### src/rtl/conv_pkg.sv
// Shared constants, state encoding and counter payload for the 3x3 convolution controller.
package conv_pkg;

  localparam int unsigned IMG_W  = 8;   // image width/height in pixels
  localparam int unsigned KER    = 3;   // kernel width/height
  localparam int unsigned OUT_W  = 6;   // valid output width/height
  localparam int unsigned N_TAP  = 9;   // taps per window
  localparam int unsigned N_OUT  = 36;  // windows per frame
  localparam int unsigned RD_LAT = 1;   // pixel RAM read latency in cycles

  localparam int unsigned ADDR_W = 6;   // pixel RAM address width
  localparam int unsigned TAP_W  = 4;   // tap index width
  localparam int unsigned OIDX_W = 6;   // output index width
  localparam int unsigned RC_W   = 3;   // window row/column counter width
  localparam int unsigned IJ_W   = 2;   // tap row/column counter width

  typedef enum logic [2:0] {
    ST_IDLE  = 3'd0,
    ST_FETCH = 3'd1,
    ST_WAIT  = 3'd2,
    ST_EMIT  = 3'd3,
    ST_DONE  = 3'd4
  } state_t;

  // Window position (r,c), tap position (i,j), linear tap and window indices.
  typedef struct packed {
    logic [RC_W-1:0]   r;
    logic [RC_W-1:0]   c;
    logic [IJ_W-1:0]   i;
    logic [IJ_W-1:0]   j;
    logic [TAP_W-1:0]  tap;
    logic [OIDX_W-1:0] win;
  } cnt_t;

  // Pixel address of the tap selected by a counter set: (r+i)*IMG_W + (c+j).
  function automatic logic [ADDR_W-1:0] tap_addr(input cnt_t k);
    logic [RC_W-1:0] row;
    logic [RC_W-1:0] col;
    row = k.r + RC_W'(k.i);
    col = k.c + RC_W'(k.j);
    return ADDR_W'(32'(row) * IMG_W + 32'(col));
  endfunction

endpackage

### src/rtl/conv_addr_gen.sv
// Window/tap counters and registered pixel RAM address for the convolution sweep.
module conv_addr_gen
  import conv_pkg::*;
(
  input  logic              clk,
  input  logic              rst_n,
  input  logic              clear,
  input  logic              tap_adv,
  input  logic              win_adv,
  output logic [ADDR_W-1:0] address,
  output logic [TAP_W-1:0]  tap_idx,
  output logic [OIDX_W-1:0] win_idx,
  output logic              last_tap_c,
  output logic              last_win_c
);

  cnt_t cnt_q;
  cnt_t cnt_d;

  // Next counter values: clear wins, window advance restarts the tap walk.
  always_comb begin
    cnt_d = cnt_q;
    if (clear) begin
      cnt_d = '0;
    end else if (win_adv) begin
      cnt_d.i   = '0;
      cnt_d.j   = '0;
      cnt_d.tap = '0;
      cnt_d.win = cnt_q.win + OIDX_W'(1);
      if (cnt_q.c == RC_W'(OUT_W - 1)) begin
        cnt_d.c = '0;
        cnt_d.r = cnt_q.r + RC_W'(1);
      end else begin
        cnt_d.c = cnt_q.c + RC_W'(1);
      end
    end else if (tap_adv) begin
      cnt_d.tap = cnt_q.tap + TAP_W'(1);
      if (cnt_q.j == IJ_W'(KER - 1)) begin
        cnt_d.j = '0;
        cnt_d.i = cnt_q.i + IJ_W'(1);
      end else begin
        cnt_d.j = cnt_q.j + IJ_W'(1);
      end
    end
  end

  // Counter state and address register; address always tracks the counters.
  always_ff @(posedge clk or negedge rst_n) begin
    if (!rst_n) begin
      cnt_q   <= '0;
      address <= '0;
    end else begin
      cnt_q   <= cnt_d;
      address <= tap_addr(cnt_d);
    end
  end

  assign tap_idx    = cnt_q.tap;
  assign win_idx    = cnt_q.win;
  assign last_tap_c = (cnt_q.tap == TAP_W'(N_TAP - 1));
  assign last_win_c = (cnt_q.win == OIDX_W'(N_OUT - 1));

endmodule

### src/rtl/conv_ctrl.sv
// Sequencer for a 3x3 convolution over an 8x8 frame held in an external pixel RAM.
module conv_ctrl
  import conv_pkg::*;
(
  input  logic              clk,
  input  logic              rst_n,
  input  logic              in_st,
  input  logic              abort,
  input  logic              out_rdy,
  output logic              ram_rd,
  output logic [ADDR_W-1:0] address,
  output logic              mac_en,
  output logic              mac_clr,
  output logic [TAP_W-1:0]  k_idx,
  output logic              out_st,
  output logic [OIDX_W-1:0] out_idx,
  output logic              busy,
  output logic              done
);

  state_t state_q;
  state_t state_d;

  logic              tap_adv;
  logic              win_adv;
  logic              cnt_clr;
  logic              kill;
  logic [TAP_W-1:0]  tap_idx;
  logic [OIDX_W-1:0] win_idx;
  logic              last_tap_c;
  logic              last_win_c;

  // Read strobe, first-tap flag and tap index delayed by the RAM latency.
  logic [RD_LAT-1:0]            rd_pipe;
  logic [RD_LAT-1:0]            clr_pipe;
  logic [RD_LAT-1:0][TAP_W-1:0] tap_pipe;

  conv_addr_gen u_addr_gen (
    .clk        (clk),
    .rst_n      (rst_n),
    .clear      (cnt_clr),
    .tap_adv    (tap_adv),
    .win_adv    (win_adv),
    .address    (address),
    .tap_idx    (tap_idx),
    .win_idx    (win_idx),
    .last_tap_c (last_tap_c),
    .last_win_c (last_win_c)
  );

  // State register.
  always_ff @(posedge clk or negedge rst_n) begin
    if (!rst_n) begin
      state_q <= ST_IDLE;
    end else begin
      state_q <= state_d;
    end
  end

  // Next state and counter steering; abort beats out_rdy in every busy state.
  always_comb begin
    state_d = state_q;
    tap_adv = 1'b0;
    win_adv = 1'b0;
    unique case (state_q)
      ST_IDLE: begin
        if (in_st) state_d = ST_FETCH;
      end
      ST_FETCH: begin
        if (abort) begin
          state_d = ST_IDLE;
        end else if (last_tap_c) begin
          state_d = ST_WAIT;
        end else begin
          tap_adv = 1'b1;
        end
      end
      ST_WAIT: begin
        state_d = abort ? ST_IDLE : ST_EMIT;
      end
      ST_EMIT: begin
        if (abort) begin
          state_d = ST_IDLE;
        end else if (out_rdy) begin
          if (last_win_c) begin
            state_d = ST_DONE;
          end else begin
            state_d = ST_FETCH;
            win_adv = 1'b1;
          end
        end
      end
      ST_DONE: begin
        state_d = ST_IDLE;
      end
      default: begin
        state_d = ST_IDLE;
      end
    endcase
  end

  // Returning to IDLE rewinds the counters and flushes reads in flight.
  assign cnt_clr = (state_d == ST_IDLE);
  assign kill    = (state_d == ST_IDLE);

  // Strobes registered from the next state so they line up with the state itself.
  always_ff @(posedge clk or negedge rst_n) begin
    if (!rst_n) begin
      ram_rd  <= 1'b0;
      out_st  <= 1'b0;
      out_idx <= '0;
      busy    <= 1'b0;
      done    <= 1'b0;
    end else begin
      ram_rd <= (state_d == ST_FETCH);
      out_st <= (state_d == ST_EMIT);
      busy   <= (state_d inside {ST_FETCH, ST_WAIT, ST_EMIT});
      done   <= (state_d == ST_DONE);
      if (state_d == ST_EMIT) out_idx <= win_idx;
    end
  end

  // RAM latency pipeline feeding the MAC controls.
  always_ff @(posedge clk or negedge rst_n) begin
    if (!rst_n) begin
      rd_pipe  <= '0;
      clr_pipe <= '0;
      tap_pipe <= '0;
    end else if (kill) begin
      rd_pipe  <= '0;
      clr_pipe <= '0;
    end else begin
      rd_pipe[0]  <= ram_rd;
      clr_pipe[0] <= ram_rd && (tap_idx == '0);
      if (ram_rd) tap_pipe[0] <= tap_idx;
      for (int unsigned s = 1; s < RD_LAT; s++) begin
        rd_pipe[s]  <= rd_pipe[s-1];
        clr_pipe[s] <= clr_pipe[s-1];
        tap_pipe[s] <= tap_pipe[s-1];
      end
    end
  end

  assign mac_en  = rd_pipe[RD_LAT-1];
  assign mac_clr = clr_pipe[RD_LAT-1];
  assign k_idx   = tap_pipe[RD_LAT-1];

endmodule

### config.mk
export PLATFORM = sky130hd
export DESIGN_NAME = conv_ctrl
export DESIGN_NICKNAME = d
export VERILOG_FILES = /design/src/rtl/conv_pkg.sv /design/src/rtl/conv_addr_gen.sv /design/src/rtl/conv_ctrl.sv
export SDC_FILE = /design/constraint.sdc
export NUM_CORES = 1
export LEC_CHECK = 0
export CAP_MARGIN = 40
export CORE_MARGIN = 3
export CORE_UTILIZATION = 55
export CTS_CLUSTER_SIZE = 25
export DETAILED_ROUTE_END_ITERATION = 7
export PLACE_DENSITY = 0.76
export SYNTH_ARGS = -nofsm -noshare
export SYNTH_HDL_FRONTEND = slang
export SYNTH_SLANG_ARGS = --single-unit
### constraint.sdc
create_clock -name clk -period 7 [get_ports clk]
set_input_delay 1.4 -clock clk [delete_from_list [all_inputs] [get_ports clk]]
set_output_delay 1.4 -clock clk [all_outputs]
set_load 0.1 [all_outputs]
==> impl_results.md, run 1 <==
- Status: completed
- Cell leakage power: 1.32 nW
- Sequential area share after synthesis: 50.9%
- Post-route DRC violation count: 0
- Worst-Skew Late Latency: 0.30 ns
- Class of the most critical hold timing path: reg2reg
- Post-Syn Area: 2210 sq um
- Synth top area cells: sky130_fd_sc_hd__dfrtp_1 51%, sky130_fd_sc_hd__mux2_2 4.6%, sky130_fd_sc_hd__ha_1 3.4%, sky130_fd_sc_hd__inv_1 2.7%, sky130_fd_sc_hd__nor2_1 2.5%
- Final clock skew: 0.00635 ns
- Core area: 3770 sq um
- Maximum VDD drop: 0.162 mV
- Maximum number of pins on one net before global-route repair: 34
- Fillers: 207
- Net Count, Synth: 206
- Synthesized-area fraction occupied by ao, oa, aoi and oai cells: 10.4%
- Overall die area: 4820 sq um
- Setup crit start kind: input port
- Highest achievable clock rate: 249 MHz
- Post-synth EDFFs: 0
- Number of H-tree branching levels: 2
- Layout cell share with drive strength beyond 1: 20.1%
- Cell count after synthesis: 193
- Library cell with the largest summed area after synthesis: sky130_fd_sc_hd__dfrtp_1
- Number of hold-repair buffers added at the cts stage: 0
- Final core area utilization: 78.3%
- Max-slew violations: 0
- Most used DFF post-synth: sky130_fd_sc_hd__dfrtp_1
- Main combinational cell family by area after synthesis: simple AND/OR/NAND/NOR gates
- Peak fanout along the critical path: 18
- Maximum Capacitance Violations: 0
- Starting density of the core: 58.6%
- Worst relative slew slack: 57.4%
- CP cell instances: clkdlybuf4s50_1 -> or3b_4 -> a21o_1 -> o21bai_4 -> nor2_1 -> ha_1 -> inv_1 -> fa_1 -> nor4b_1 -> a211oi_1
- Number of synthesized register bits: 45
- Number of cells upsized or downsized after cts: 0
- Detailed-routing iteration count for the pre-antenna-repair pass: 4
- Combined buffer and inverter count along the critical path: 2
- Maximum buffer depth of the clock tree: 2
- Die width: 69.4 um
- Area occupied by registers: 1130 sq um
- Category of the most critical setup path: in2reg
- Wire length of the first global-routing pass: 8270 um
- Number of global-route vias before repair: 1730
- Vert. Die Dim: 69.4 um
- Drt total wl: 4480 um
- Port-buffer cells: 26
- Average wire per standard cell: 15.4 um
- Final setup viols: 0
- Inserted Diodes: 0
- Routability congestion estimate from global placement: 0.880
- Summed negative setup slack over all endpoints: 0 ns
- Post-CTS Setup Bufs: 0
- CTS tree: done
- Vias post-DR: 1634
- Initial DRC Count: 42
- Unrepaired setup endpoints after global routing: false
- Most used standard cells in the synthesized netlist: 45 x sky130_fd_sc_hd__dfrtp_1, 16 x sky130_fd_sc_hd__inv_1, 15 x sky130_fd_sc_hd__nor2_1
- Final hold viol count: 0
- XOR/XNOR Fraction of Synth Area: 3.96%
- Layout-stage area growth over the synthesis result: 33.5%
- Final critical-path required period: 4.02 ns
- Portion of the clock cycle consumed by the worst path in the final layout: 57.4%
- Synth Warn #: 0
- Slowest cell on the critical path: sky130_fd_sc_hd__clkdlybuf4s50_1
- Number of antenna violations at the first check in global routing: 0
- Buffer type at the clock tree root: sky130_fd_sc_hd__clkbuf_8
- Post-layout net count: 257
- Number of CTS-inserted buffers: 5
- Number of sinks on the clock net: 45
- Portion of netlist area occupied by mux cells: 6.40%
- Total area of multi-input combinational cells: 996 sq um
- Antenna Violating Nets Remaining: 0
- CP max stage delay: 0.48 ns
- Most repeated cell in the gate-level netlist after synthesis: sky130_fd_sc_hd__dfrtp_1
- Endpoint required time on the critical path: 7.18 ns
- Proportion of netlist area held by the largest area contributor: 50.9%
- CP delay by family, top: simple AND/OR/NAND/NOR gates
- Arrival time of the worst setup path: 4.20 ns
- Detailed-placement wirelength estimate: 3330 um
- Overflow after GRT: 0
- Per-cell via count in the routed design: 5.60
- Tot GR Track Use: 21.5%
- Post-synthesis async set-or-reset flop share: 100%
- Synth cell types: 50
- Fraction of the mapped netlist area in adder cells: 5.21%
- Number of placement rows: 22
- Simple logic cell fraction of the synthesized area: 19.1%
- Syn_area_per_cell: 11.5 sq um
- Tightest Pin Transition: 0.640 ns
- Crit path capture type: flop
- Clock transition at the register clock pins on the worst setup and hold paths after CTS: 0.08 ns
- Number of top-level pins: 27
- Pwr per Cell Area: 200 nW/um^2
==> state kept, by name (all words and copies together) (netlist names) <==
name,cells
u_addr_gen.cnt_q,10
out_idx,6
state_q,3
busy,1
u_addr_gen.tap_idx,4
k_idx,4
u_addr_gen.address,6
u_addr_gen.win_idx,6
done,1
ram_rd,1
mac_en,1
mac_clr,1
out_st,1
==> metrics by stage <==
stage	setup WS [ns]	hold slack (ns)	std cells	total power, mW	instance area, sq um
6_report	2.98	0.507	292	0.591	2950
5_1_grt	2.78	0.537	292	0.611	2950
4_1_cts	3.00	0.512	292	0.595	2950
3_5_place_dp	2.67	0.495	285	0.408	2850
3_3_place_gp	2.81	0.465	262	0.382	2500
2_1_floorplan	3.55	0.467	193	0.358	2210
==> cells in the final DEF (no fill, tap or decap), drive strengths merged, types with 2 or more instances in the layout <==
cell / count
a2111oi: 2
a21o: 2
nor4b: 3
and2: 2
nor2: 17
mux2i: 4
mux2: 9
nand2: 6
buf: 24
nand3: 5
nand4b: 2
nor2b: 3
nand4: 5
ha: 6
o21ai: 5
o31ai: 2
inv: 16
dfrtp: 45
nand2b: 4
xnor2: 4
clkbuf: 5
a211oi: 5
fa: 2
o21bai: 2
clkdlybuf4s50: 25
or4: 2
or3: 3
xor2: 6
or2: 3
a21oi: 9
==> routing by layer <==
layer  up-vias  track usage (%)  share of wire [%]
li1        779                -                  -
met5         -                0                  0
met2        46             34.4                 49
met4         0             8.03                1.9
met3         9             5.22                4.4
met1       800             28.3                 45
==> area by class of cell <==
class / instances / area share, %
Multi-Input combinational cell: 127 / 33.7
Timing Repair Buffer: 49 / 20.5
Clock buffer: 5 / 2.33
Sequential cell: 45 / 38.2
Inverter: 16 / 2.03
Clock inverter: 2 / 1.19
Tap cell: 48 / 2.03
==> cells by family (layout without fill, tap and decap cells) <==
logic type	count (synthesis)	in the layout
xor+xnor	10	10
flops	45	45
fa+ha+maj	8	8
mux	13	13
compound gates	32	32
buf+inv	21	72
simple gates	64	64
==> power breakdown <==
group | internal (mW) | total (mW) | switching (mW)
clock network | 0.104 | 0.188 | 0.0845
registers | 0.269 | 0.276 | 0.00667
logic | 0.0457 | 0.127 | 0.0813
==> worst paths after layout <==
kind	slack [ns]	to	start	depth (start not counted)
min in group asynchronous	0.99	u_addr_gen.address[0]	rst_n	1
hold / removal	0.51	out_idx[2]	out_idx[2]	1
setup reg to reg	4.01	u_addr_gen.address[5]	state_q[1]	9
hold reg to reg	0.51	out_idx[2]	out_idx[2]	1
max in group asynchronous	5.54	out_st	rst_n	2
setup / recovery	2.98	u_addr_gen.address[5]	in_st	10
(Power assumes the default switching activity.)
==> run 2, diff against run 1 <==
==> constraint.sdc (replaced) <==
create_clock -name clk -period 3.9 [get_ports clk]
set_input_delay 0.78 -clock clk [delete_from_list [all_inputs] [get_ports clk]]
set_output_delay 0.78 -clock clk [all_outputs]
set_load 0.1 [all_outputs]
==> run 2 against run 1 <==
Compared with the run above:
- sequential cell count unchanged
- largest cell class unchanged
- register-to-register slack worse by 3.2 ns
- global-route usage decreased by 1.2 points
==> impl_results.md, run 2 (synthesized netlist as in run 1, its figures left out) <==
- Clock transition at the register clock pins on the worst setup and hold paths after CTS: 0.08 ns (about the same)
- Final critical-path required period: 3.39 ns
- Average wire per standard cell: 14.8 um (was 15.4 um)
- Inserted Diodes: 0 (unchanged)
- Unrepaired setup endpoints after global routing: false (unchanged)
- Endpoint required time on the critical path: 4.07 ns (was 7.18 ns)
- Initial DRC Count: 72 (was 42)
- Pwr per Cell Area: 362 nW/um^2 (was 200 nW/um^2)
- Number of H-tree branching levels: 2 (unchanged)
- Clock power frac: 32.8% (was 31.9%)
- Wire length of the first global-routing pass: 7970 um (was 8270 um)
- Register share of total power: 45.8% (was 46.6%)
- Combined buffer and inverter count along the critical path: 2 (unchanged)
- Hold slack: 0.448 ns (was 0.507 ns)
- Maximum buffer depth of the clock tree: 2 (unchanged)
- Post-layout net count: 259 (was 257)
- Number of CTS-inserted buffers: 5 (unchanged)
- Number of hold-repair buffers added at the cts stage: 0 (unchanged)
- Final hold viol count: 0 (unchanged)
- Maximum VDD drop: 0.235 mV (was 0.162 mV)
- Fillers: 211 (was 207)
- Antenna Violating Nets Remaining: 0 (unchanged)
- Detailed-routing iteration count for the pre-antenna-repair pass: 4 (unchanged)
- CTS tree: done (unchanged)
- CP cell instances: clkdlybuf4s50_1 -> nand4bb_1 -> a211oi_1 -> xnor2_1 -> nor2_1 -> ha_1 -> inv_1 -> fa_1 -> nor4b_1 -> a211oi_1 (was clkdlybuf4s50_1 -> or3b_4 -> a21o_1 -> o21bai_4 -> nor2_1 -> ha_1 -> inv_1 -> fa_1 -> nor4b_1 -> a211oi_1)
- Overall die area: 4820 sq um (unchanged)
- Worst-Skew Late Latency: 0.29 ns (was 0.30 ns)
- Setup crit start kind: input port (unchanged)
- Port-buffer cells: 26 (unchanged)
- Final core area utilization: 79.2% (was 78.3%)
- Number of placement rows: 22 (unchanged)
- Tot GR Track Use: 20.3% (was 21.5%)
- Max-slew violations: 0 (unchanged)
- Routability congestion estimate from global placement: 0.884 (was 0.880)
- Final clock skew: 0.00707 ns (was 0.00635 ns)
- Final setup viols: 0 (unchanged)
- Post-route DRC violation count: 0 (unchanged)
- Switching portion of total power: 28.2% (was 29.2%)
- Vert. Die Dim: 69.4 um (unchanged)
- Most common library cell in the layout ignoring fill and taps: sky130_fd_sc_hd__dfrtp_1 (unchanged)
- Die width: 69.4 um (unchanged)
- Starting density of the core: 58.6% (unchanged)
- Highest achievable clock rate: 295 MHz
- Class of the most critical hold timing path: in2async (was reg2reg)
- CP delay by family, top: simple AND/OR/NAND/NOR gates (unchanged)
- CP max stage delay: 0.55 ns (was 0.48 ns)
- Tightest Pin Transition: 0.569 ns (was 0.640 ns)
- Per-cell via count in the routed design: 5.58 (was 5.60)
- Drt total wl: 4360 um (was 4480 um)
- Portion of the clock cycle consumed by the worst path in the final layout: 86.9%
- Overall power of the completed layout: 1.08 mW (was 0.591 mW)
- Net switching power figure: 0.304 mW (was 0.172 mW)
- Setup slack after layout: 0.512 ns (was 2.98 ns)
- Number of global-route vias before repair: 1655 (was 1730)
- Layout cell share with drive strength beyond 1: 20.6% (was 20.1%)
- Buffer type at the clock tree root: sky130_fd_sc_hd__clkbuf_8 (unchanged)
- Number of sinks on the clock net: 45 (unchanged)
- Cell leakage power: 1.34 nW (was 1.32 nW)
- Number of antenna violations at the first check in global routing: 0 (unchanged)
- Post-CTS Setup Bufs: 0 (unchanged)
- Crit path capture type: flop (unchanged)
- Int Pwr: 0.776 mW (was 0.418 mW)
- Layout-stage area growth over the synthesis result: 35.1% (was 33.5%)
- Library cell appearing most often on the critical path: sky130_fd_sc_hd__a211oi_1
- Slowest cell on the critical path: sky130_fd_sc_hd__clkdlybuf4s50_1 (unchanged)
- Status: completed (unchanged)
- Worst relative slew slack: 61.8% (was 57.4%)
- Number of cells upsized or downsized after cts: 0 (unchanged)
- Register with the highest flop count: u_addr_gen.cnt_q (unchanged)
- Arrival time of the worst setup path: 3.56 ns (was 4.20 ns)
- Peak fanout along the critical path: 5 (was 18)
- Vias post-DR: 1645 (was 1634)
- Maximum Capacitance Violations: 0 (unchanged)
- Flip-flop count of the largest register, all copies and words added: 10 (unchanged)
- Detailed-placement wirelength estimate: 3340 um (was 3330 um)
- Combinational power share: 21.4% (was 21.5%)
- Core area: 3770 sq um (unchanged)
- Summed negative setup slack over all endpoints: 0 ns (unchanged)
- Number of top-level pins: 27 (unchanged)
- Category of the most critical setup path: in2reg (unchanged)
- Maximum number of pins on one net before global-route repair: 24 (was 34)
- Pre-CTS setup slack: 0.202 ns (was 2.67 ns)
- Most frequent cells in the layout: 45 x sky130_fd_sc_hd__dfrtp_1, 25 x sky130_fd_sc_hd__clkdlybuf4s50_1, 22 x sky130_fd_sc_hd__buf_8 (unchanged)
- Overflow after GRT: 0 (unchanged)
-- run 2: cell types whose count changed in the layout (fill, tap and decap cells not counted), sizes merged --
cell / previous run / this run
buf: 24 / 26
clkbuf: 5 / 7
clkinv: 1 / 0
-- run 2: final timing paths --
check	start	to	slack [ns]	cells past startpoint
min in group clk	out_idx[4]	out_idx[4]	0.51	1
hold / removal	rst_n	u_addr_gen.tap_idx[3]	0.45	1
max in group asynchronous	rst_n	u_addr_gen.cnt_q[14]	2.96	2
setup / recovery	abort	u_addr_gen.address[5]	0.51	10
setup reg to reg	u_addr_gen.win_idx[0]	u_addr_gen.address[5]	0.80	10
hold reg to reg	out_idx[4]	out_idx[4]	0.51	1
-- run 2: power groups by stage --
stage          Combinational, mW  Clock, mW  Sequential [mW]
3_5_place_dp               0.232          0            0.504
6_report                   0.231      0.355            0.495
3_3_place_gp               0.188          0            0.502
5_1_grt                    0.245      0.384            0.497
4_1_cts                    0.232      0.362            0.495
2_1_floorplan             0.0576          0            0.586
-- run 2: stage by stage --
stage	instance area, sq um	cells
floorplan	2210	193
global placement	2510	264
detailed placement	2870	287
CTS	2990	295
global route	2990	295
finish	2990	295
-- run 2: cell type report --
type / instances / area [sq um] / share of cell area [%]
flip-flops and latches: 45 / 1130 / 37.7
clock buffers: 7 / 86.3 / 2.89
multi-input cells: 127 / 996 / 33.3
inverters: 16 / 60.1 / 2.01
repair buffers: 51 / 628 / 21.0
well taps: 48 / 60.1 / 2.01
clock inverters: 1 / 30.0 / 1.01
-- run 2: metal layers --
| layer | track usage (%) | vias to the layer above | share of wire (%) |
|---|---|---|---|
| li1 | - | 782 | - |
| met1 | 28.7 | 809 | 45 |
| met2 | 32.2 | 45 | 49 |
| met3 | 4.06 | 9 | 4.3 |
| met4 | 5.21 | 0 | 1.6 |
| met5 | 0 | - | 0 |
==> run 3, diff against run 2 <==
--- a/config.mk
+++ b/config.mk
@@ -11,6 +11,7 @@
 export CTS_CLUSTER_SIZE = 25
 export DETAILED_ROUTE_END_ITERATION = 7
 export PLACE_DENSITY = 0.76
+export SKIP_LAST_GASP = 1
 export SYNTH_ARGS = -nofsm -noshare
 export SYNTH_HDL_FRONTEND = slang
 export SYNTH_SLANG_ARGS = --single-unit
==> results of run 3 <==
Same layout as run 2: the final DEF is identical, and so are final timing and power.
